## config.mk

```make
export PLATFORM = sky130hd
export DESIGN_NAME = fetch_unit
export DESIGN_NICKNAME = d
export VERILOG_FILES = /design/src/rtl/fetch_unit_pkg.sv /design/src/rtl/fetch_fifo.sv /design/src/rtl/fetch_unit.sv
export SDC_FILE = /design/constraint.sdc
export NUM_CORES = 1
export LEC_CHECK = 0
export ABC_AREA = 0
export BUFFER_PORTS_ARGS = -buffer_cell sky130_fd_sc_hd__clkbuf_2
export CAP_MARGIN = 20
export CORE_MARGIN = 3
export CORE_UTILIZATION = 45
export CTS_CLUSTER_SIZE = 30
export DETAILED_ROUTE_END_ITERATION = 10
export PLACE_DENSITY = 0.76
export SLEW_MARGIN = 15
export SYNTH_ARGS = -nofsm -noshare
export SYNTH_HDL_FRONTEND = slang
export SYNTH_SLANG_ARGS = --single-unit
```

## constraint.sdc

```tcl
create_clock -name clk -period 4.6 [get_ports clk]
set_input_delay 0.92 -clock clk [delete_from_list [all_inputs] [get_ports clk]]
set_output_delay 0.92 -clock clk [all_outputs]
set_load 0.01 [all_outputs]
```

## src/rtl/fetch_unit_pkg.sv

```systemverilog
// Shared RV32 core definitions: instruction field positions, opcode classes and
// the fetch buffer entry layout. The fetch unit and the decoder both use it.
package fetch_unit_pkg;

  localparam int OP_LSB = 0;
  localparam int OP_MSB = 6;
  localparam int RD_LSB = 7;
  localparam int RD_MSB = 11;
  localparam int F3_LSB = 12;
  localparam int F3_MSB = 14;
  localparam int RS1_LSB = 15;
  localparam int RS1_MSB = 19;
  localparam int RS2_LSB = 20;
  localparam int RS2_MSB = 24;
  localparam int F7_LSB = 25;
  localparam int F7_MSB = 31;

  // Instructions in flight (outstanding + buffered) never exceed this.
  localparam logic [2:0] MAX_INFLIGHT = 3'd2;

  typedef enum logic [6:0] {
    TYPE_R      = 7'h33,
    TYPE_I_ALU  = 7'h13,
    TYPE_I_LOAD = 7'h03,
    TYPE_S      = 7'h23,
    TYPE_B      = 7'h63,
    TYPE_J      = 7'h6F
  } opcode_e;

  typedef struct packed {
    logic [31:0] pc;
    logic [31:0] instr;
  } fetch_entry_t;

  function automatic logic [31:0] align_pc(input logic [31:0] a);
    return a & ~32'h3;
  endfunction

endpackage

```

## src/rtl/fetch_fifo.sv

```systemverilog
// Two-entry in-order buffer of {pc, instr}. Flush empties it; push and pop may
// coincide, and a push into a full buffer is taken when the head pops that cycle.
module fetch_fifo #(
  parameter int W = 64
) (
  input  logic         clk,
  input  logic         rst_n,
  input  logic         i_flush,
  input  logic         i_push,
  input  logic [W-1:0] i_data,
  input  logic         i_pop,
  output logic [W-1:0] o_data,
  output logic         o_empty,
  output logic [1:0]   o_count
);

  logic [1:0][W-1:0] r_mem;
  logic              r_wptr, r_rptr;
  logic [1:0]        r_count;
  logic              w_pop, w_push;

  assign w_pop  = i_pop && (r_count != 2'd0);
  assign w_push = i_push && ((r_count != 2'd2) || w_pop);

  always_ff @(posedge clk or negedge rst_n) begin
    if (!rst_n) begin
      r_mem   <= '0;
      r_wptr  <= 1'b0;
      r_rptr  <= 1'b0;
      r_count <= 2'd0;
    end else if (i_flush) begin
      r_wptr  <= 1'b0;
      r_rptr  <= 1'b0;
      r_count <= 2'd0;
    end else begin
      if (w_push) begin
        r_mem[r_wptr] <= i_data;
        r_wptr        <= ~r_wptr;
      end
      if (w_pop) r_rptr <= ~r_rptr;
      r_count <= r_count + {1'b0, w_push} - {1'b0, w_pop};
    end
  end

  assign o_data  = r_mem[r_rptr];
  assign o_empty = (r_count == 2'd0);
  assign o_count = r_count;

endmodule

```

## src/rtl/fetch_unit.sv

```systemverilog
// Instruction fetch: issues word-aligned requests, buffers in-order responses with
// their PC, and on redirect flushes the buffer and discards responses still owed.
module fetch_unit
  import fetch_unit_pkg::*;
#(
  parameter logic [31:0] RESET_PC = 32'h0000_0000
) (
  input  logic        clk,
  input  logic        rst_n,
  output logic        imem_req_valid,
  input  logic        imem_req_ready,
  output logic [31:0] imem_req_addr,
  input  logic        imem_rsp_valid,
  input  logic [31:0] imem_rsp_data,
  input  logic        redirect_valid,
  input  logic [31:0] redirect_pc,
  output logic        dec_valid,
  input  logic        dec_ready,
  output logic [31:0] dec_instr,
  output logic [31:0] dec_pc,
  output logic [6:0]  dec_op,
  output logic [2:0]  dec_funct3,
  output logic [6:0]  dec_funct7
);

  logic         r_run;
  logic [31:0]  r_pc, r_rsp_pc;
  logic [1:0]   r_outst, r_discard;
  logic         w_fire, w_rsp, w_push, w_pop, w_empty;
  logic [1:0]   w_cnt, w_outst_nxt;
  fetch_entry_t w_wdata, w_head;

  assign w_fire      = imem_req_valid && imem_req_ready;
  // A response with nothing outstanding is not ours (e.g. left over from before reset).
  assign w_rsp       = imem_rsp_valid && (r_outst != 2'd0);
  assign w_push      = w_rsp && (r_discard == 2'd0) && !redirect_valid;
  assign w_pop       = dec_valid && dec_ready && !redirect_valid;
  assign w_outst_nxt = r_outst + {1'b0, w_fire} - {1'b0, w_rsp};

  assign imem_req_valid = r_run && (({1'b0, r_outst} + {1'b0, w_cnt}) < MAX_INFLIGHT);
  assign imem_req_addr  = r_pc;

  // Responses return in order, so the PC of the next kept response is tracked
  // sequentially from the last redirect rather than stored per request.
  always_ff @(posedge clk or negedge rst_n) begin
    if (!rst_n) begin
      r_run     <= 1'b0;
      r_pc      <= align_pc(RESET_PC);
      r_rsp_pc  <= align_pc(RESET_PC);
      r_outst   <= 2'd0;
      r_discard <= 2'd0;
    end else begin
      r_run   <= 1'b1;
      r_outst <= w_outst_nxt;
      if (redirect_valid) begin
        r_pc      <= align_pc(redirect_pc);
        r_rsp_pc  <= align_pc(redirect_pc);
        r_discard <= w_outst_nxt;
      end else begin
        if (w_fire) r_pc <= r_pc + 32'd4;
        if (w_rsp && (r_discard != 2'd0)) r_discard <= r_discard - 2'd1;
        if (w_push) r_rsp_pc <= r_rsp_pc + 32'd4;
      end
    end
  end

  assign w_wdata.pc    = r_rsp_pc;
  assign w_wdata.instr = imem_rsp_data;

  fetch_fifo #(.W(64)) u_fifo (
    .clk     (clk),
    .rst_n   (rst_n),
    .i_flush (redirect_valid),
    .i_push  (w_push),
    .i_data  (w_wdata),
    .i_pop   (w_pop),
    .o_data  (w_head),
    .o_empty (w_empty),
    .o_count (w_cnt)
  );

  assign dec_valid  = !w_empty;
  assign dec_instr  = w_head.instr;
  assign dec_pc     = w_head.pc;
  assign dec_op     = dec_instr[OP_MSB:OP_LSB];
  assign dec_funct3 = dec_instr[F3_MSB:F3_LSB];
  assign dec_funct7 = dec_instr[F7_MSB:F7_LSB];

endmodule
```

==> impl_metrics.ini, run 1 <==
[logic_synthesis]
ys_ff_latch = 193
synth-seq-area-share_pct = 51.3
synth_top_cell_area_share_pct = 51.3
synth_cells = 737
syn-cell-area_mm2 = 0.00942
synth_top_cell_by_area = dfrtp_1
synthFlopType = dfrtp_1
ys_warn_count = 0
synthArstFlopShare_pct = 100
synthTopCellsByArea = dfrtp_1, mux2_2, xnor2_1
synth.avg_cell_area_um2 = 12.8
synth_edf_count = 0
synthDistinctLibCells = 46

[route]
met3RoutedLength_um = 964
drt_iter0_drc = 200
drcViolationCount = 0
first_pass_iters = 5
drt_wl_total_um = 19200
viasPerCell = 5.21
wl_per_cell_um = 16.4
met2_length_um = 8800
vias = 6093
highest_layer = met4
postRouteAntennaNets = 0
wl_met1_um = 9190

[timing]
final_max_slew_viol_count = 0
period_share_pct = 66.3
fmaxAchievable_mhz = 328
fin_skew_ns = 0.00863
finalHoldViolCount = 0
fin_crit_ns = 3.05
worst_slew_pin_slew_ns = 0.926
hold_slack_ns = 0.448
layout_setup_ws_ns = 1.55
rsz0062_at_grt = no
setup_viol = 0
setup_tns_ns = 0
slew_headroom_pct = 37.9

[pwr]
p_leak_nw = 5.05
ir_drop_uv = 264
p_per_area_mw_per_mm2 = 566
p_total_mw = 6.23
comb_power_share_pct = 34.8
seq_power_share_pct = 42.9
switching_share_pct = 31.8
power.switching_mw = 1.98
clockPowerShare_pct = 22.4
p_int_mw = 4.25

[floorplan]
die_w_um = 151
row_count = 52
dieArea_mm2 = 0.0227
io_pins = 185
core_mm2 = 0.0204
die_h_um = 151
start_util_pct = 46.2

[grt]
grt_remaining_overflow = 0
antenna_found_initial = 0
grt_pass1_vias = 6016
grt_pass1_wl_um = 30700
grt.total_usage_pct = 17.1
grt_max_degree = 130

[setup_path]
critPathMaxFanout = 34
worstSetupPathType = reg -> out
rrSetupSlack_ns = 1.58
startpoint_type = flop
worst_ep_required_time_ns = 3.68
cp.arrival_ns = 2.13
worst-path-buf-inv = 2
cp-end-kind = primary output
worst_path_max_delay_cell = dfrtp_2
cp_cell_sequence = buf_12 > mux2_2 > clkbuf_2
cp_top_family = flip-flops
slowest_delay_ns = 0.85

[placement]
hpwl_um = 13300
dpl_cell_area_mm2 = 0.0104
gp_congestion = 0.856
place_inst = 1139
io_buffers = 178
post-place-ws_ns = 1.50

[clock_network]
clock_sinks = 193
cts_resized = 0
cts-root-buf = clkbuf_16
post_cts_buffers = 0
cts_hold_buffers = 0
cts_buffer_depth = 2
clock_latency_ns = 0.42
cts_tree = built
clk_pin_slew_ns = 0.07
cts_made_buffers = 17
h-tree-depth = 4

[finish]
syn_to_final_growth_pct = 17.0
finalNetCount = 967
drive_gt1_share_pct = 48.6
fin_util_pct = 54.1
antenna_cells = 0
instances_no_fill = 1170
design_area_mm2 = 0.0110

[hold_path]
hold_class = in -> async

[run_status]
status = finished clean

[run]
cap_violations = 0
synth_stat cells (2+ instances only):
cell type	instances
a21boi_0	7
a21oi_1	14
a31oi_1	6
and2_1	7
and3_1	12
and4_1	6
buf_1	3
buf_2	14
buf_4	21
clkbuf_1	18
conb_1	2
dfrtp_1	193
ha_1	7
inv_1	11
mux2_1	14
mux2_2	206
mux2i_1	2
nand2_1	30
nand2b_1	3
nand3_1	20
nand4_1	20
nor2_1	22
nor2b_1	3
nor3_1	5
nor3_2	2
nor4_4	2
o21ai_0	6
or3_1	6
xnor2_1	37
xor2_1	22
routing by layer:
metal  vias to the layer above  track usage [%]
met5                         -                0
met4                         0             4.67
met3                        15             3.61
met2                       161             26.7
met1                      3026             24.4
li1                       2891                -
path summary, 6_finish.rpt:
path,from,to,cells past startpoint
setup / recovery,u_fifo.r_rptr$_DFFE_PN0P_,dec_pc[15],3
hold / removal,rst_n,r_outst[0]$_DFF_PN0_,1
setup reg to reg,r_outst[0]$_DFF_PN0_,imem_req_addr[30]$_DFFE_PN0P_,8
hold reg to reg,u_fifo.r_mem[62]$_DFFE_PN0P_,u_fifo.r_mem[62]$_DFFE_PN0P_,1
max in group asynchronous,rst_n,u_fifo.r_mem[115]$_DFFE_PN0P_,3
min in group clk,u_fifo.r_mem[62]$_DFFE_PN0P_,u_fifo.r_mem[62]$_DFFE_PN0P_,1
logic make-up (layout without fill, tap and decap cells):
group	Yosys count	count (layout)	synth area share (%)
flip-flops	193	193	51.3
AO/OA/AOI/OAI	36	36	2.34
multiplexers	222	222	26.5
other	2	5	0.0798
buffers and inverters	70	230	3.95
AND/OR/NAND/NOR	147	147	9.18
XOR/XNOR	59	59	5.49
adder cells (fa/ha/maj)	8	8	1.14
worst register-to-register path, stage by stage (launching register included):
cell      delay (ns)
dfrtp_1         0.42
and2_1          0.19
fa_1            0.46
and4bb_1        0.54
inv_6           0.12
nor4_4          0.55
nand4_1         0.20
xnor2_1         0.17
mux2_2          0.25
cell usage in the layout, fill, tap and decap left out, types with 3 or more instances in the layout:
| cell type | netlist | final |
|---|---|---|
| mux2_2 | 206 | 206 |
| dfrtp_1 | 193 | 192 |
| clkbuf_2 | 0 | 177 |
| xnor2_1 | 37 | 37 |
| nand2_1 | 30 | 30 |
| nor2_1 | 22 | 22 |
| xor2_1 | 22 | 22 |
| nand3_1 | 20 | 20 |
| nand4_1 | 20 | 20 |
| clkbuf_16 | 0 | 17 |
| a21oi_1 | 14 | 14 |
| mux2_1 | 14 | 14 |
| and3_1 | 12 | 11 |
| inv_1 | 11 | 11 |
| and2_1 | 7 | 7 |
| a21boi_0 | 7 | 7 |
| ha_1 | 7 | 7 |
| and4_1 | 6 | 6 |
| or3_1 | 6 | 6 |
| a31oi_1 | 6 | 6 |
| o21ai_0 | 6 | 6 |
| buf_4 | 21 | 6 |
| nor3_1 | 5 | 5 |
| conb_1 | 2 | 5 |
| clkinv_2 | 0 | 5 |
| nand2b_1 | 3 | 3 |
| clkbuf_8 | 0 | 3 |
flip-flops by register name, indices dropped and copies added, names as in the netlist:
name	cells
u_fifo.r_rptr	1
r_run	1
u_fifo.o_count	2
u_fifo.r_mem	124
r_rsp_pc	30
r_discard	2
u_fifo.r_wptr	1
imem_req_addr	30
r_outst	2
cell type report:
class                      count  area [µm²]
tap                          270         338
fill                        1766        9350
inverter                      13        53.8
multi-input combinational    477        4230
clock buffer                  20         457
timing repair buffer         187        1010
clock inverter                10        87.6
sequential                   193        4830
power by group through the flow:
| stage | Sequential (mW) | Combinational [mW] | Clock, mW |
|---|---|---|---|
| 6_report | 2.67 | 2.17 | 1.39 |
| 5_1_grt | 2.75 | 2.39 | 1.50 |
| 4_1_cts | 2.67 | 2.21 | 1.43 |
| 3_5_place_dp | 2.70 | 2.20 | 0 |
| 3_3_place_gp | 2.66 | 2.16 | 0 |
| 2_1_floorplan | 2.58 | 1.62 | 0 |
(Power assumes the default switching activity.)
==> inputs of run 2 (changes only) <==
--- a/config.mk
+++ b/config.mk
@@ -5,14 +5,14 @@
 export SDC_FILE = /design/constraint.sdc
 export NUM_CORES = 1
 export LEC_CHECK = 0
-export ABC_AREA = 0
+export ABC_AREA = 1
 export BUFFER_PORTS_ARGS = -buffer_cell sky130_fd_sc_hd__clkbuf_2
 export CAP_MARGIN = 20
 export CORE_MARGIN = 3
 export CORE_UTILIZATION = 45
 export CTS_CLUSTER_SIZE = 30
 export DETAILED_ROUTE_END_ITERATION = 10
-export PLACE_DENSITY = 0.76
+export PLACE_DENSITY = 0.78
 export SLEW_MARGIN = 15
 export SYNTH_ARGS = -nofsm -noshare
 export SYNTH_HDL_FRONTEND = slang
==> constraint.sdc (replaced) <==
create_clock -name clk -period 2.5 [get_ports clk]
set_input_delay 0.5 -clock clk [delete_from_list [all_inputs] [get_ports clk]]
set_output_delay 0.5 -clock clk [all_outputs]
set_load 0.01 [all_outputs]
==> run 2 against run 1 <==
  * The flow now finishes with violations (setup timing)
  * Utilization decreased by 0.45 points
  * Count of clock-buffer cells in the layout decreased by 2
  * First-iteration DRC count increased to 3.9 times the previous value
  * Clock power increased by 99%
  * Final area increased by 6.9%
  * Wire length increased by 39%
  * Global-route usage increased by 4.8 points
  * Via count increased by 51%
  * Cell count increased by 52%
  * Critical path depth increased by 9
  * Clock skew about the same
  * Setup slack got worse by 1.6 ns
  * Critical path type is now reg -> reg
  * Critical endpoint is now r_discard[1]$_DFFE_PN0P_
  * Largest cell class unchanged
==> impl_metrics.ini, run 2 <==
[run_status]
status = finished, violations left
violations = setup timing

[hold_path]
hold_class = in -> async

[setup_path]
startpoint_type = flop
critPathMaxFanout = 3
rr_worst_depth = 12
cp-end-kind = flop
slowest_delay_ns = 0.47
r2r_start = u_fifo.o_count[0]$_DFF_PN0_
cp.arrival_ns = 2.85
worstSetupPathType = reg -> reg
cp_top_family = adder cells
rrSetupSlack_ns = -0.03
worst-path-buf-inv = 2
rr_endpoint = r_discard[1]$_DFFE_PN0P_
cp_cell_sequence = nand2_1 > inv_2 > fa_1 > nor3b_2 > nand2_1 > ha_1 > inv_1 > ha_1 > xnor2_2 > xnor2_2 > nand2_1 > o311ai_1
worst_ep_required_time_ns = 2.83
worst_path_max_delay_cell = fa_1
path_common_cell = nand2_1

[timing]
final_max_slew_viol_count = 0
fin_crit_ns = 2.53
fin_skew_ns = 0.00855
worst_slew_pin_slew_ns = 0.566
setup_tns_ns = -0.0260
setup_viol = 1
fmaxAchievable_mhz = 396
layout_setup_ws_ns = -0.0260
slew_headroom_pct = 62.3
rsz0062_at_grt = yes
finalHoldViolCount = 0
period_share_pct = 101

[grt]
grt_remaining_overflow = 0
grt_pass1_vias = 8613
antenna_found_initial = 0
grt_pass1_wl_um = 43300
grt.total_usage_pct = 21.9
grt_max_degree = 95

[logic_synthesis]
synthArstFlopShare_pct = 100
ys_warn_count = 0
synth_edf_count = 0
synth_top_cell_area_share_pct = 47.7
synth_top_cell_by_area = dfrtp_1
synthFlopType = dfrtp_1
syn-cell-area_mm2 = 0.0101
synthDistinctLibCells = 38
synth_common_cells = nand2_1, dfrtp_1, inv_1
post-synth-top-count-cell = nand2_1
synth.avg_cell_area_um2 = 7.56
ys_ff_latch = 193
synth_cells = 1338
synthTopCellsByArea = dfrtp_1, nand2_1, inv_1
synth-seq-area-share_pct = 47.7

[finish]
ff_latch_area_mm2 = 0.00483
multiInputGateArea_mm2 = 0.00434
largest_reg_flops = 124
fillCellCount = 2060
syn_to_final_growth_pct = 16.4
antenna_cells = 0
final_cell_mix = nand2_1, dfrtp_1, clkbuf_2, inv_1, o21ai_0
finalNetCount = 1568
drive_gt1_share_pct = 17.6
largest-register = u_fifo.r_mem
layout_commonest_cell = nand2_1

[floorplan]
die_w_um = 156
core_mm2 = 0.0220
row_count = 54
dieArea_mm2 = 0.0243
start_util_pct = 46.1
die_h_um = 156
io_pins = 185

[pwr]
p_leak_nw = 6.16
p_per_area_mw_per_mm2 = 1010
ir_drop_uv = 512

[clock_network]
cts_made_buffers = 17
clock_latency_ns = 0.44
h-tree-depth = 4
cts_tree = built
cts_buffer_depth = 2
clk_pin_slew_ns = 0.07
clock_sinks = 193
cts-root-buf = clkbuf_16

[route]
wl_per_cell_um = 14.9
vias = 9201
drt_wl_total_um = 26600
viasPerCell = 5.16
postRouteAntennaNets = 0
drcViolationCount = 0
first_pass_iters = 5
drt_iter0_drc = 774

[placement]
io_buffers = 178
gp_congestion = 0.915
hpwl_um = 18900
post-place-ws_ns = -0.00365

[run]
cap_violations = 0
-- run 2: metal layers --
metal	wire length, µm	up-vias	part of all wire, %	GRT usage, %
li1	-	4513	-	-
met1	12200	4289	46	31.8
met2	12100	368	45	34.6
met3	1970	31	7.4	3.16
met4	394	0	1.5	6.06
met5	0	-	0	0
-- run 2: what timing repair did --
action / CTS / global route
hold buffers: 0 / 0
setup buffers: 1 / 1
endpoints found under the setup margin: 1 / 2
pin swaps: 1 / 1
resized for setup: 2 / 5
endpoints found under the hold margin: 0 / 0
-- run 2: logic make-up (layout without fill, tap and decap cells) --
kind of cell	Yosys count	in the layout	share of synthesized area (%)
buf+inv	207	369	9.65
xor+xnor	24	24	2.08
simple gates	689	689	27.4
compound gates	215	215	12.0
other cells	2	5	0.0742
flops	193	193	47.7
fa+ha+maj	8	8	1.06
-- run 2: how the worst max path moves through the flow --
stage                                to                        start  depth (start not counted)  slack, ns
3_3_place_gp   r_discard[1]$_DFFE_PN0P_         r_outst[0]$_DFF_PN0_                         12       0.11
5_1_grt        r_discard[1]$_DFFE_PN0P_  u_fifo.o_count[0]$_DFF_PN0_                         12      -0.17
2_1_floorplan  r_discard[1]$_DFFE_PN0P_         r_outst[0]$_DFF_PN0_                         12       0.07
4_1_cts        r_discard[1]$_DFFE_PN0P_  u_fifo.o_count[0]$_DFF_PN0_                         12      0.003
3_5_place_dp   r_discard[1]$_DFFE_PN0P_         r_outst[0]$_DFF_PN0_                         12     -0.004
6_report       r_discard[1]$_DFFE_PN0P_  u_fifo.o_count[0]$_DFF_PN0_                         12      -0.03
-- run 2: metrics by stage --
stage	utilization (%)	hold WS (ns)	cell area, µm²	std cells	total power [mW]
after floorplan	-	0.204	10100	1341	7.62
after global placement	50.7	0.465	11100	1749	8.92
after detailed placement	50.7	0.469	11100	1749	9.10
after CTS	53.6	0.0424	11800	1782	12.0
after global routing	53.6	0.0560	11800	1783	12.8
final	53.6	0.0277	11800	1783	11.9
-- run 2: worst register-to-register path, delay by kind of cell, from the launching register on --
family                   cells  cell delay (ns)
AO/OA/AOI/OAI                1             0.10
flip-flops                   1             0.40
adder cells (fa/ha/maj)      3             0.96
AND/OR/NAND/NOR              4             0.53
XOR/XNOR                     2             0.36
buffers and inverters        2             0.08
-- run 2: report_power, final --
| group | switching, mW | leakage [nW] | internal, mW | total (mW) |
|---|---|---|---|---|
| Sequential | 0.733 | 2.46 | 4.16 | 4.90 |
| Clock | 1.34 | 0.296 | 1.44 | 2.77 |
| Combinational | 2.61 | 3.41 | 1.63 | 4.23 |
| Total | 4.67 | 6.16 | 7.23 | 11.9 |
-- run 2: layout make-up --
type / instances / area share, %
Inverter: 133 / 4.28
Multi-Input combinational cell: 941 / 36.8
Clock inverter: 14 / 1.51
Clock buffer: 18 / 3.64
Tap cell: 280 / 2.97
Sequential cell: 193 / 41.0
Timing Repair Buffer: 204 / 9.75
